File: src/rtl/uart_rx_fifo.sv
// Receive-side byte queue between the host UART and the ICE bus controller.
// Captures rx_latch strobes into a circular buffer drained by a valid/ready handshake.
module uart_rx_fifo #(
    parameter int DEPTH_LOG2 = 4,
    parameter int HIGH_WATER = 12
) (
    input  logic                  clk,
    input  logic                  reset,
    input  logic [7:0]            rx_data,
    input  logic                  rx_latch,
    output logic [7:0]            out_char,
    output logic                  out_valid,
    input  logic                  out_ready,
    output logic [DEPTH_LOG2:0]   count,
    output logic                  almost_full,
    output logic                  overflow,
    output logic [7:0]            drop_count,
    input  logic                  overflow_clear
);

    localparam int DEPTH = 1 << DEPTH_LOG2;
    localparam logic [DEPTH_LOG2:0] DEPTH_CNT = (DEPTH_LOG2 + 1)'(DEPTH);
    localparam logic [DEPTH_LOG2:0] HIGH_CNT  = (DEPTH_LOG2 + 1)'(HIGH_WATER);

    logic [7:0]            mem [DEPTH];
    logic [DEPTH_LOG2-1:0] wr_ptr_q, wr_ptr_d;
    logic [DEPTH_LOG2-1:0] rd_ptr_q, rd_ptr_d;
    logic [DEPTH_LOG2:0]   count_q, count_d;
    logic                  overflow_q, overflow_d;
    logic [7:0]            drop_count_q, drop_count_d;

    logic full;
    logic pop;
    logic push;
    logic drop;

    assign full = (count_q == DEPTH_CNT);
    assign pop  = out_valid && out_ready;
    // A full queue still accepts a byte when the head leaves in the same cycle.
    assign push = rx_latch && (!full || pop);
    assign drop = rx_latch && full && !pop;

    assign out_valid   = (count_q != '0);
    assign almost_full = (count_q >= HIGH_CNT);
    assign out_char    = out_valid ? mem[rd_ptr_q] : 8'h00;
    assign count       = count_q;
    assign overflow    = overflow_q;
    assign drop_count  = drop_count_q;

    always_comb begin
        wr_ptr_d     = wr_ptr_q;
        rd_ptr_d     = rd_ptr_q;
        count_d      = count_q;
        overflow_d   = overflow_q;
        drop_count_d = drop_count_q;

        if (push) begin
            wr_ptr_d = wr_ptr_q + 1'b1;
        end
        if (pop) begin
            rd_ptr_d = rd_ptr_q + 1'b1;
        end
        if (push && !pop) begin
            count_d = count_q + 1'b1;
        end else if (pop && !push) begin
            count_d = count_q - 1'b1;
        end

        if (overflow_clear) begin
            overflow_d   = 1'b0;
            drop_count_d = 8'd0;
        end
        // A drop in the same cycle as a clear is counted against the cleared value.
        if (drop) begin
            overflow_d = 1'b1;
            if (overflow_clear) begin
                drop_count_d = 8'd1;
            end else if (drop_count_q != 8'hFF) begin
                drop_count_d = drop_count_q + 8'd1;
            end
        end
    end

    always_ff @(posedge clk) begin
        if (reset) begin
            wr_ptr_q     <= '0;
            rd_ptr_q     <= '0;
            count_q      <= '0;
            overflow_q   <= 1'b0;
            drop_count_q <= 8'd0;
        end else begin
            wr_ptr_q     <= wr_ptr_d;
            rd_ptr_q     <= rd_ptr_d;
            count_q      <= count_d;
            overflow_q   <= overflow_d;
            drop_count_q <= drop_count_d;
        end
    end

    always_ff @(posedge clk) begin
        if (push && !reset) begin
            mem[wr_ptr_q] <= rx_data;
        end
    end

endmodule

File: config.mk
export PLATFORM = sky130hd
export DESIGN_NAME = uart_rx_fifo
export DESIGN_NICKNAME = d
export VERILOG_FILES = /design/src/rtl/uart_rx_fifo.sv
export SDC_FILE = /design/constraint.sdc
export NUM_CORES = 1
export LEC_CHECK = 0
export CAP_MARGIN = 20
export CELL_PAD_IN_SITES_DETAIL_PLACEMENT = 1
export CELL_PAD_IN_SITES_GLOBAL_PLACEMENT = 2
export CORE_MARGIN = 5
export CORE_UTILIZATION = 48
export DETAILED_ROUTE_END_ITERATION = 7
export PLACE_DENSITY_LB_ADDON = 0.1
export SLEW_MARGIN = 30
export SYNTH_ARGS = -nofsm -noshare
export SYNTH_HDL_FRONTEND = slang
export SYNTH_SLANG_ARGS = --single-unit
File: constraint.sdc
create_clock -name clk -period 8.1 [get_ports clk]
set_input_delay 1.62 -clock clk [delete_from_list [all_inputs] [get_ports clk]]
set_output_delay 1.62 -clock clk [all_outputs]
set_load 0.02 [all_outputs]
# Word-level counts from Yosys, hierarchy flattened
# Memory sizes are Yosys's and may differ from the RTL's. A register that Yosys moved wholly into a read port is not among the register bits.
# Cells that the tools add are included.
# Widths: inputs -> output; s select.
[op_classes]
n_mux = 13
n_addsub = 5
n_eq_ne = 2
reduce_logical = 15
n_lt_le_gt_ge = 1
[ops]
columns = ["op", "count"]
rows = [
  ["$mux 8", 5],
  ["$mux 5", 2],
  ["$add 4x1->4 const B", 2],
  ["$add 8x1->8 const B", 1],
  ["$mux 4", 2],
  ["$ne 8x8->1 const B", 1],
  ["$logic_and 1x1->1", 7],
  ["$add 5x1->5 const B", 1],
  ["$eq 5x5->1 const B", 1],
  ["$ge 5x4->1 const B", 1],
  ["$reduce_bool 5->1", 1],
  ["$sub 5x1->5 const B", 1],
  ["$logic_not 1->1", 4],
  ["$mux 1", 4],
  ["$reduce_bool 2->1", 2],
  ["$logic_or 1x1->1", 1],
]
[totals]
input_bits = 13
mem_bits_rw = 128
reg_bits = 22
elab_cells = 42
n_memories = 1
out_inout_bits = 24
[memory_table]
columns = ["memory", "words", "width", "rd", "rd_ports_with_merged_regs", "wr", "line", "source"]
rows = [
  ["mem", 16, 8, 1, 1, 1, "25", "logic [7:0] mem [DEPTH];"],
]

# Depth between registers and ports, before layout
# Gate-level depths: netlist (run 1).
[logic_depth]
word_depth = 8
mapped_depth = 11
ltp_nobuf = 9

# Worst setup path after synthesis (run 1)
# Ideal clock, no wire load.
[synth_path]
path_kind = "input to register"
startpoint = "input port out_ready"
endpoint = "register count_q[4] (netlist: count[4])"
setup_time_ps = 121
cell_stages = 10
arrival_ps = 3446
required_time_ps = 7979
n_path_buf = 1
setup_slack_ps = 4534
cell_sequence = "nand2b_1 -> o21a_1 -> clkbuf_1 -> ha_1 -> inv_1 -> ha_1 -> a21oi_1 -> a211oi_1 -> a31oi_1 -> mux2_2"
[synth_via]
elab_chain_cells = 6
word_cells_on_any_way = 9
cone_classes = "mux (1); reduce/logical (8)"
[synth_rtl]
columns = ["item", "line", "source"]
rows = [
  ["start, declared", "13", "input logic out_ready,"],
  ["$logic_and 1x1->1 *", "38", "assign pop = out_valid && out_ready;"],
  ["$logic_or 1x1->1", "40", "assign push = rx_latch && (!full || pop);"],
  ["$logic_and 1x1->1", "40", ""],
  ["$logic_not 1->1", "65", "end else if (pop && !push) begin"],
  ["$logic_and 1x1->1", "65", ""],
  ["$reduce_bool 2->1 (no source line)", "n/a", ""],
  ["end signal, assigned", "94", "count_q <= count_d;"],
  ["end, declared", "28", "logic [DEPTH_LOG2:0] count_q, count_d;"],
]
# Every way passes the cells marked *; elsewhere a longest branch is shown, timed or not.
# A chain may end at the register's enable or synchronous reset.

# Final worst setup path (run 1)
[layout_path]
startpoint = "register count_q[0] (netlist: count[0])"
endpoint = "output port out_char[0]"
[layout_via]
elab_chain_cells = 2
[layout_rtl]
columns = ["item", "line", "source"]
rows = [
  ["$reduce_bool 5->1", "43", "assign out_valid = (count_q != '0);"],
  ["$mux 8", "45", "assign out_char = out_valid ? mem[rd_ptr_q] : 8'h00;"],
  ["end, declared", "11", "output logic [7:0] out_char,"],
]
# No other way between the ends.

==> metrics.md, run 1 <==
| Metric | Value |
|---|---|
| Status | `complete, no violations` |
| #FFs+latches synth | `~150` |
| Wire per inst | `between 20 and 25 µm` |
| Crit path arrival time | `roughly 2.9 ns` |
| Library cells used by synthesis | `45` |
| CTS tree | `yes` |
| Core Region | `approximately 0.013 mm²` |
| Final Cycle Share | `between 50 and 60%` |
| Critical path's slowest cell | `nor2_1` |
| Post-CTS setup buffer count | `0` |
| Die W | `124 µm` |
| Synth top area share | `61.4%` |
| Worst min-delay path class | `reg2reg` |
| Reg area | `0.00437 mm²` |
| Clock Latency Late Sink | `0.41 ns` |
| Crit path launch | `count[0]` |
| PnR worst setup slack | `3.57 ns` |
| Yosys top cell by area | `edfxtp_1` |
| Pin count of the biggest net entering global routing | `33` |
| Worst r2r src | `count[0]` |
| Slew @ Worst Pin | `~1 ns` |
| # diodes | `0` |
| Syn Area/Cell | `16.9 µm²` |
| Syn-to-layout area delta | `16.8%` |
| CP required | `6.48 ns` |
| All-Layer GR Usage | `17.4%` |
| Post-route cell area | `0.00731 mm²` |
| Max rail drop VDD | `149 µV` |
| Syn Inst Count | `370` |
| Syn Nets | `394` |
| CP Capture Type | `output pin` |
| Multi-input logic area | `roughly 0.0018 mm²` |
| Synthesis warning total | `0` |
| WL final | `about 13000 µm` |
| Post-CTS sizing | `0` |
| Total negative slack | `0 ns` |
| Fill cell total of the finished layout | `1225` |
| # hold bufs at CTS | `0` |
| Worst min-delay path startpoint | `overflow` |
| Worst Path Class, Setup | `reg2out` |
| Antenna Nets Post-Route | `0` |
| Nets | `431` |
| Initial antenna violation count | `0` |
| Starting Density | `49.2%` |
| Most frequent cells in the layout | `edfxtp_1, nor2_1, clkdlybuf4s50_1` |
| Die area | `about 0.015 mm²` |
| Clk root buf | `clkbuf_16` |
| Global-route wire length before repair | `20500 µm` |
| Fin. max-slew vios | `0` |
| Vias per inst | `about 5.6` |
| Startpoint Class | `flop` |
| Routed vias | `3331` |
| Clk_skew | `0.00487 ns` |
| DRC | `0` |
| Cell Area, Synth | `0.00626 mm²` |
| Top_reg_cell synth | `edfxtp_1` |
| Hold Fails Final Rpt | `0` |
| Cell Pwr Density | `296 mW/mm²` |
| Final total power | `2170 µW` |
| Worst slack, placed | `3.70 ns` |
| Routability cong. | `approximately 0.81` |
| Vias in the first global route | `3696` |
| R2r worst-path depth | `9` |
| Port Buf Inserts | `36` |
| Hpwl dp | `about 8200 µm` |
| Pre-antenna DRT Iters | `4` |
| F_max | `0.221 GHz` |
| Die Y | `124 µm` |
| Worst-path fanout max | `10` |
| Ys async rst share | `0%` |
| Placed cell areas | `0.00677 mm²` |
| Final Critical Period | `4.53 ns` |
| Num ports | `37` |
| Max H-tree Level | `4` |
| Post-synthesis sequential area ratio | `69.7%` |
| Final setup vio count | `0` |
| Commonest non-fill, non-tap cell in the layout | `edfxtp_1` |
| Relative slew margins | `between 30% and 40%` |
| Number of synthesized flops with an enable pin | `128` |
| Layout cells sized above 1 | `15.0%` |
| Global route total overflow | `0` |
| CTS sink cnt | `between 150 and 200` |
| Worst path cell trace | `or4_4 -> nor2_1 -> a211oi_1 -> clkdlybuf4s50_1` |
| MaxCap Viol Count | `0` |
| Worst hold stages | `2` |
| Total CTS buffers | `17` |
| Largest cells by area after synthesis | `edfxtp_1, mux4_2, dfxtp_1, nor2_1, a211oi_1` |
| Clock Pin Slew Worst Setup and Hold Paths | `0.06 ns` |
| Leak | `0.00232 µW` |
| Std cell rows | `41` |
| Largest stage delay, worst path | `around 0.66 ns` |
| Clock buffer depth | `2` |
| DRC marker count from the first detailed-route iteration | `between 150 and 200` |
| RSZ-0062 raised after global routing | `false` |
-- power breakdown --
part           total (µW)  switching [µW]  internal, µW
clock network         732             285           446
logic                 500             257           243
registers             933            46.8           886
-- routing by layer --
metal,share of wire [%],GRT usage [%],vias to the layer above,routed length [µm]
met2,51,28.8,68,6410
met1,45,22.0,1706,5640
met5,0,0,-,0
li1,-,-,1541,-
met3,3.2,4.42,16,408
met4,1.5,6.77,0,195
-- sequential cells by signal (all words and copies together), names as in the netlist, named ones only --
| register | flops |
|---|---|
| mem | 128 |
| drop_count | 8 |
| count | 5 |
| rd_ptr_q | 4 |
| wr_ptr_q | 4 |
| overflow | 1 |
-- worst max-delay path: cells and delay by family (launching register included) --
kind / cells / cell delay, ns
compound gates: 1 / 0.20
simple gates: 2 / 1.30
flops: 1 / 0.37
buf+inv: 1 / 0.61
-- cells in the mapped netlist, drive strengths merged (2+ instances only) --
cell type and count:
edfxtp 128, nor2 37, mux4 32, dfxtp 26, a211oi 17, clkbuf 12
mux2i 12, nand2 12, ha 10, nor2b 10, buf 8, a21oi 6
inv 5, o211ai 5, xor2 5, nor3 4, or3 4, nand2b 3
nand3 3, a21o 2, a31oi 2, and3 2, mux2 2, nor4 2
o41ai 2, or4 2, xnor2 2
-- final timing paths --
kind | slack (ns) | endpoint
min reg2reg | 0.49 | overflow
max | 3.57 | out_char[0]
max reg2reg | 4.89 | count[4]
min | 0.49 | overflow
-- cell families (layout without fill, tap and decap cells) --
group	after synthesis	in the layout	synth area share, %
compound gates	41	41	4.74
xor+xnor	7	7	0.979
fa+ha+maj	11	11	2.32
buf+inv	25	74	1.70
flops	154	154	69.7
mux	46	46	13.8
simple gates	86	86	6.79
-- cell type report --
cell class              instances  share of cell area [%]
clock buffers                  21                    6.02
inverters                       5                   0.257
multi-input cells             191                    24.5
flip-flops and latches        154                    59.7
repair buffers                 38                    5.13
well taps                     172                    2.94
clock inverters                10                    1.40
-- through the flow --
stage / hold WS [ns] / std cells / utilization [%]
finish: 0.493 / 591 / 57.5
detailed placement: 0.489 / 560 / 53.2
global placement: 0.461 / 560 / 53.2
floorplan: 0.485 / 370 / -
global route: 0.540 / 591 / 57.5
CTS: 0.508 / 591 / 57.5
Note: power is estimated with default switching activity, not from simulation.
==> inputs of run 2 (changes only) <==
--- a/config.mk
+++ b/config.mk
@@ -9,7 +9,7 @@
 export CELL_PAD_IN_SITES_DETAIL_PLACEMENT = 1
 export CELL_PAD_IN_SITES_GLOBAL_PLACEMENT = 2
 export CORE_MARGIN = 5
-export CORE_UTILIZATION = 48
+export CORE_UTILIZATION = 40
 export DETAILED_ROUTE_END_ITERATION = 7
 export PLACE_DENSITY_LB_ADDON = 0.1
 export SLEW_MARGIN = 30
==> constraint.sdc (replaced) <==
create_clock -name clk -period 4.05 [get_ports clk]
set_input_delay 0.81 -clock clk [delete_from_list [all_inputs] [get_ports clk]]
set_output_delay 0.81 -clock clk [all_outputs]
set_load 0.02 [all_outputs]
==> metrics.md, run 2 (synthesized netlist as in run 1, its figures left out) <==
| Metric | Value |
|---|---|
| M1 wire length | `5900 µm (was 5640 µm)` |
| R2r worst-path depth | `9 (unchanged)` |
| Vias in the first global route | `3764 (was 3696)` |
| Routed vias | `3359 (was 3331)` |
| Sequential share of power | `42.9% (was 43.1%)` |
| CP required | `3.24 ns (was 6.48 ns)` |
| Leak | `0.00242 µW (was 0.00232 µW)` |
| Reg with most FFs | `mem (unchanged)` |
| Worst-path fanout max | `25 (was 10)` |
| Clock Latency Late Sink | `0.41 ns (about the same)` |
| Met3 WL | `307 µm (was 408 µm)` |
| MaxCap Viol Count | `0 (unchanged)` |
| Vias per inst | `5.21 (was 5.64)` |
| Post-CTS setup buffer count | `0 (unchanged)` |
| Net Sw Frac | `27.5% (was 27.2%)` |
| Number of flip-flops in the largest register | `128 (unchanged)` |
| Cell Pwr Density | `593 mW/mm² (was 296 mW/mm²)` |
| Post-Place Cells | `614 (was 560)` |
| Worst hold stages | `2 (unchanged)` |
| # diodes | `0 (unchanged)` |
| WL final | `13200 µm (was 12600 µm)` |
| NetSw | `1230 µW (was 590 µW)` |
| Hpwl dp | `8910 µm (was 8240 µm)` |
| Internal | `3240 µW (was 1580 µW)` |
| Pin count of the biggest net entering global routing | `33 (unchanged)` |
| Die Y | `135 µm (was 124 µm)` |
| Clk_skew | `0.00719 ns (was 0.00487 ns)` |
| Port Buf Inserts | `36 (unchanged)` |
| Total CTS buffers | `17 (unchanged)` |
| Clock power frac | `35.2% (was 33.8%)` |
| Combinational share of power | `21.9% (was 23.1%)` |
| # hold bufs at CTS | `0 (unchanged)` |
| Die W | `135 µm (was 124 µm)` |
| Slew @ Worst Pin | `0.922 ns (was 1.00 ns)` |
| Antenna Nets Post-Route | `0 (unchanged)` |
| RSZ-0062 raised after global routing | `false (unchanged)` |
| DRC marker count from the first detailed-route iteration | `219 (was 161)` |
| Fin util | `49.3% (was 57.5%)` |
| Fin. max-slew vios | `0 (unchanged)` |
| Pre-antenna DRT Iters | `4 (unchanged)` |
| Global route total overflow | `0 (unchanged)` |
| Total negative slack | `0 ns (unchanged)` |
| Layout cells sized above 1 | `19.1% (was 15.0%)` |
| Min Hold Slack | `0.475 ns (was 0.493 ns)` |
| Largest stage delay, worst path | `0.57 ns (was 0.66 ns)` |
| Hold Fails Final Rpt | `0 (unchanged)` |
| Syn-to-layout area delta | `20.2% (was 16.8%)` |
| Startpoint Class | `flop (unchanged)` |
| CTS tree | `yes (unchanged)` |
| Worst path cell trace | `buf_12 -> mux4_2 -> nor2b_1 -> a211oi_1 -> a211oi_1 -> clkdlybuf4s50_1 (was or4_4 -> nor2_1 -> a211oi_1 -> clkdlybuf4s50_1)` |
| Crit path top cell by count | `a211oi_1` |
| Global-route wire length before repair | `21400 µm (was 20500 µm)` |
| Die area | `0.0183 mm² (was 0.0154 mm²)` |
| Status | `complete, no violations (unchanged)` |
| Wire per inst | `20.5 µm (was 21.4 µm)` |
| Clk root buf | `clkbuf_16 (unchanged)` |
| Crit path arrival time | `2.84 ns (was 2.91 ns)` |
| CP Capture Type | `output pin (unchanged)` |
| Final Cycle Share | `90.2%` |
| Worst Path Class, Setup | `reg2out (unchanged)` |
| Commonest non-fill, non-tap cell in the layout | `edfxtp_1 (unchanged)` |
| Final total power | `4460 µW (was 2170 µW)` |
| All-Layer GR Usage | `15.8% (was 17.4%)` |
| Routability cong. | `0.719 (was 0.809)` |
| Clock Pin Slew Worst Setup and Hold Paths | `0.06 ns (about the same)` |
| Most frequent cells in the layout | `edfxtp_1, nor2_1, clkdlybuf4s50_1 (unchanged)` |
| Starting Density | `41.0% (was 49.2%)` |
| Initial antenna violation count | `0 (unchanged)` |
| Relative slew margins | `38.3% (was 33.1%)` |
| Core Region | `0.0153 mm² (was 0.0127 mm²)` |
| Max H-tree Level | `4 (unchanged)` |
| Nets | `446 (was 431)` |
| Worst min-delay path class | `reg2reg (unchanged)` |
| CTS sink cnt | `154 (unchanged)` |
| Final setup vio count | `0 (unchanged)` |
| DR top layer | `met4 (unchanged)` |
| Critical path's slowest cell | `clkdlybuf4s50_1 (was nor2_1)` |
| Final Non-Filler Cells | `645 (was 591)` |
| DR WL met2 | `6830 µm (was 6410 µm)` |
| Max rail drop VDD | `318 µV (was 149 µV)` |
| Final Critical Period | `approximately 3.7 ns` |
| F_max | `0.274 GHz` |
| Std cell rows | `45 (was 41)` |
| Clock buffer depth | `2 (unchanged)` |
| Post-CTS sizing | `0 (unchanged)` |
| Num ports | `37 (unchanged)` |
| DRC | `0 (unchanged)` |
## run 2: worst max-delay path, delay by kind of cell (launching register included)
kind,cells,cell delay [ns]
buf+inv,2,0.84
compound gates,2,0.36
simple gates,1,0.15
flops,1,0.53
mux,1,0.54
## run 2: final cells by class
type                       count  area [µm²]
clock buffer                  18         429
timing repair buffer          53         500
tap                          211         264
multi-input combinational    191        1790
fill                        1460        7730
sequential                   154        4370
clock inverter                13         153
inverter                       5        18.8
## run 2: power by group through the flow
stage / logic, µW / registers [µW] / clock network (µW)
5_1_grt: 1060 / 1940 / 1680
6_report: 979 / 1910 / 1570
4_1_cts: 1000 / 1920 / 1610
2_1_floorplan: 709 / 1860 / 0
3_3_place_gp: 983 / 1950 / 0
3_5_place_dp: 998 / 1960 / 0
## run 2: stage by stage
stage	setup slack [ns]	area, µm²
2_1_floorplan	1.10	6260
3_3_place_gp	0.595	6940
3_5_place_dp	0.502	6940
4_1_cts	0.199	7520
5_1_grt	0.236	7530
6_report	0.398	7530
## run 2: worst paths after layout
kind | start | endpoint | slack [ns]
worst max-delay path | flop | out_char[4] | 0.40
worst min-delay path | overflow | overflow | 0.47
worst max register to register | count[0] | count[4] | 0.93
worst min register to register | overflow | overflow | 0.47
## run 2: metal layers
metal,up-vias,global-route usage (%)
met5,-,0
met4,0,5.54
met3,16,3.58
met2,48,26.6
met1,1726,20.1
li1,1569,-
==> edit: new RTL, flow settings as in run 2 <==
Change the parameter `DEPTH_LOG2` from 4 to 3.
--- a/src/rtl/uart_rx_fifo.sv
+++ b/src/rtl/uart_rx_fifo.sv
@@ -2,5 +2,5 @@
 // Captures rx_latch strobes into a circular buffer drained by a valid/ready handshake.
 module uart_rx_fifo #(
-    parameter int DEPTH_LOG2 = 4,
+    parameter int DEPTH_LOG2 = 3,
     parameter int HIGH_WATER = 12
 ) (
Ports: changed (resized count); port bits go from 37 to 36. No check against the original RTL was run, so the function may have changed too.
==> edit against run 2 <==
- routed wire length down 44%
- worst setup slack better by 0.43 ns
- utilization shrank 0.070 points
- power down 47%
- sequential cell count is 68 lower
- register-to-register slack gained 0.22 ns
- clock power decreased by 64%
- sequential power fell by 45%
- combinational power is 25% lower
- area after synthesis fell by 43%
- sequential share of layout area fell by 3.1 points
- cell area fell by 43%
- non-clock buffer count is 7 lower
==> edit: results (changes against run 2) <==
DRT
-------------------------------------------------------------------------------------------
Number of design-rule violations left by the first detailed-router iteration             97   -56%
WL final                                                                            7430 um   -44%
Vias                                                                                  2,072   -38%

GLOBAL ROUTING
-------------------------------------------------------------------------------------------
Total global-route track usage                                                        14.5%   -1.3 points
Number of global-route vias before repair                                             2,281   -39%
Wire length of the first global-routing pass                                      12,400 um   -42%
Pin count of the biggest net entering global routing                                     17   -48%

CRITICAL PATH
-------------------------------------------------------------------------------------------
Crit path arrival time                                                              2.41 ns   -0.43 ns
Reg-to-reg slack, setup                                                             1.15 ns   +0.22 ns
Critical path's largest stage delay                                                 0.86 ns   +0.29 ns
Path depth of the worst reg2reg path                                                     11   +2
Highest fanout seen on the critical path                                                 16   -36%

SYNTHESIS
-------------------------------------------------------------------------------------------
Count of unique library cells instantiated by Yosys                                      49   +8.9%
Number of synthesized flops with an enable pin                                           64   -50%
Biggest area contributors in the synthesized netlist                           edfxtp_1 54%, dfxtp_1 12%, mux4_2 10%
Most used standard cells in the synthesized netlist                            64 x edfxtp_1, 26 x nor2_1, 22 x dfxtp_1, 16 x mux4_2, 10 x a21oi_1
Synth Area per Inst                                                               15.3 um^2   -9.6%
Share of synthesized area occupied by flip-flops and latches                          66.0%   -3.7 points

PLACED DESIGN
-------------------------------------------------------------------------------------------
Post-Place Cell Area                                                              4120 um^2   -41%
Number of placed instances, taps included                                               380   -38%
Half-perimeter wire length after placement                                          5200 um   -42%
I/O Buffers                                                                              35   -2.8%
Pre-CTS setup slack                                                                0.534 ns   +0.0321 ns

TIMING
-------------------------------------------------------------------------------------------
Final Skew                                                                       0.00696 ns   -0.000230 ns
Worst-margin pin slew                                                              0.817 ns   -0.105 ns

OUTCOME
-------------------------------------------------------------------------------------------
Result of the run                                                              complete, no violations

CLOCK TREE
-------------------------------------------------------------------------------------------
Root buffer cell                                                                   clkbuf_8
Clock Pin Slew Worst Setup and Hold Paths                                           0.08 ns   +0.02 ns
Latest clock arrival within the worst-skew pair                                     0.34 ns   -0.07 ns

POWER AND IR DROP
-------------------------------------------------------------------------------------------
Leak pwr                                                                            1.42 nW   -41%
Highest ir drop seen on vdd                                                      0.000218 V   -31%

LAYOUT
-------------------------------------------------------------------------------------------
Share of final-layout standard cells stronger than drive strength 1                   17.8%   -1.4 points

-- edit: worst min-delay path: stages (launching register included) --
cell,delay [ns]
dfxtp_1,0.32
nand2b_1,0.07
a21oi_1,0.06
-- edit: cell families (layout without fill, tap and decap cells) --
family	count (synthesis)	after routing	synth area share (%)
mux	26	26	12.9
xor+xnor	7	7	1.71
simple gates	72	72	10.8
compound gates	23	23	4.34
flops	86	86	66.0
fa+ha+maj	7	7	2.66
buf+inv	13	66	1.54
-- edit: report_power, final --
group	internal (W)	switching, W
combinational	0.000362	0.000368
sequential	0.000995	0.0000667
clock	0.000278	0.000286
total	0.00163	0.000720
-- edit: final cells by class --
class	instances	area, um^2
fillers	881	4430
flip-flops and latches	86	2360
multi-input cells	135	1170
repair buffers	46	433
well taps	108	135
clock buffers	10	128
clock inverters	5	51.3
inverters	5	18.8
-- edit: worst max-delay path by stage --
stage                              to  slack (ns)
after floorplan              count[3]        1.27
after global placement       count[3]        0.64
after detailed placement     count[3]        0.53
after CTS                 out_char[4]        0.75
after global routing      out_char[1]        0.68
final                     out_char[4]        0.83
-- edit: stage by stage --
stage | power, W | hold WS, ns
CTS | 0.00240 | 0.492
global route | 0.00251 | 0.524
finish | 0.00236 | 0.485
detailed placement | 0.00183 | 0.480
floorplan | 0.00157 | 0.454
global placement | 0.00182 | 0.471
-- edit: metal layers --
| layer | track usage (%) | share of wire [%] |
|---|---|---|
| met1 | 17.6 | 42 |
| met4 | 3.84 | 1.1 |
| met2 | 25.8 | 53 |
| met5 | 0 | 0 |
| met3 | 3.39 | 3.2 |
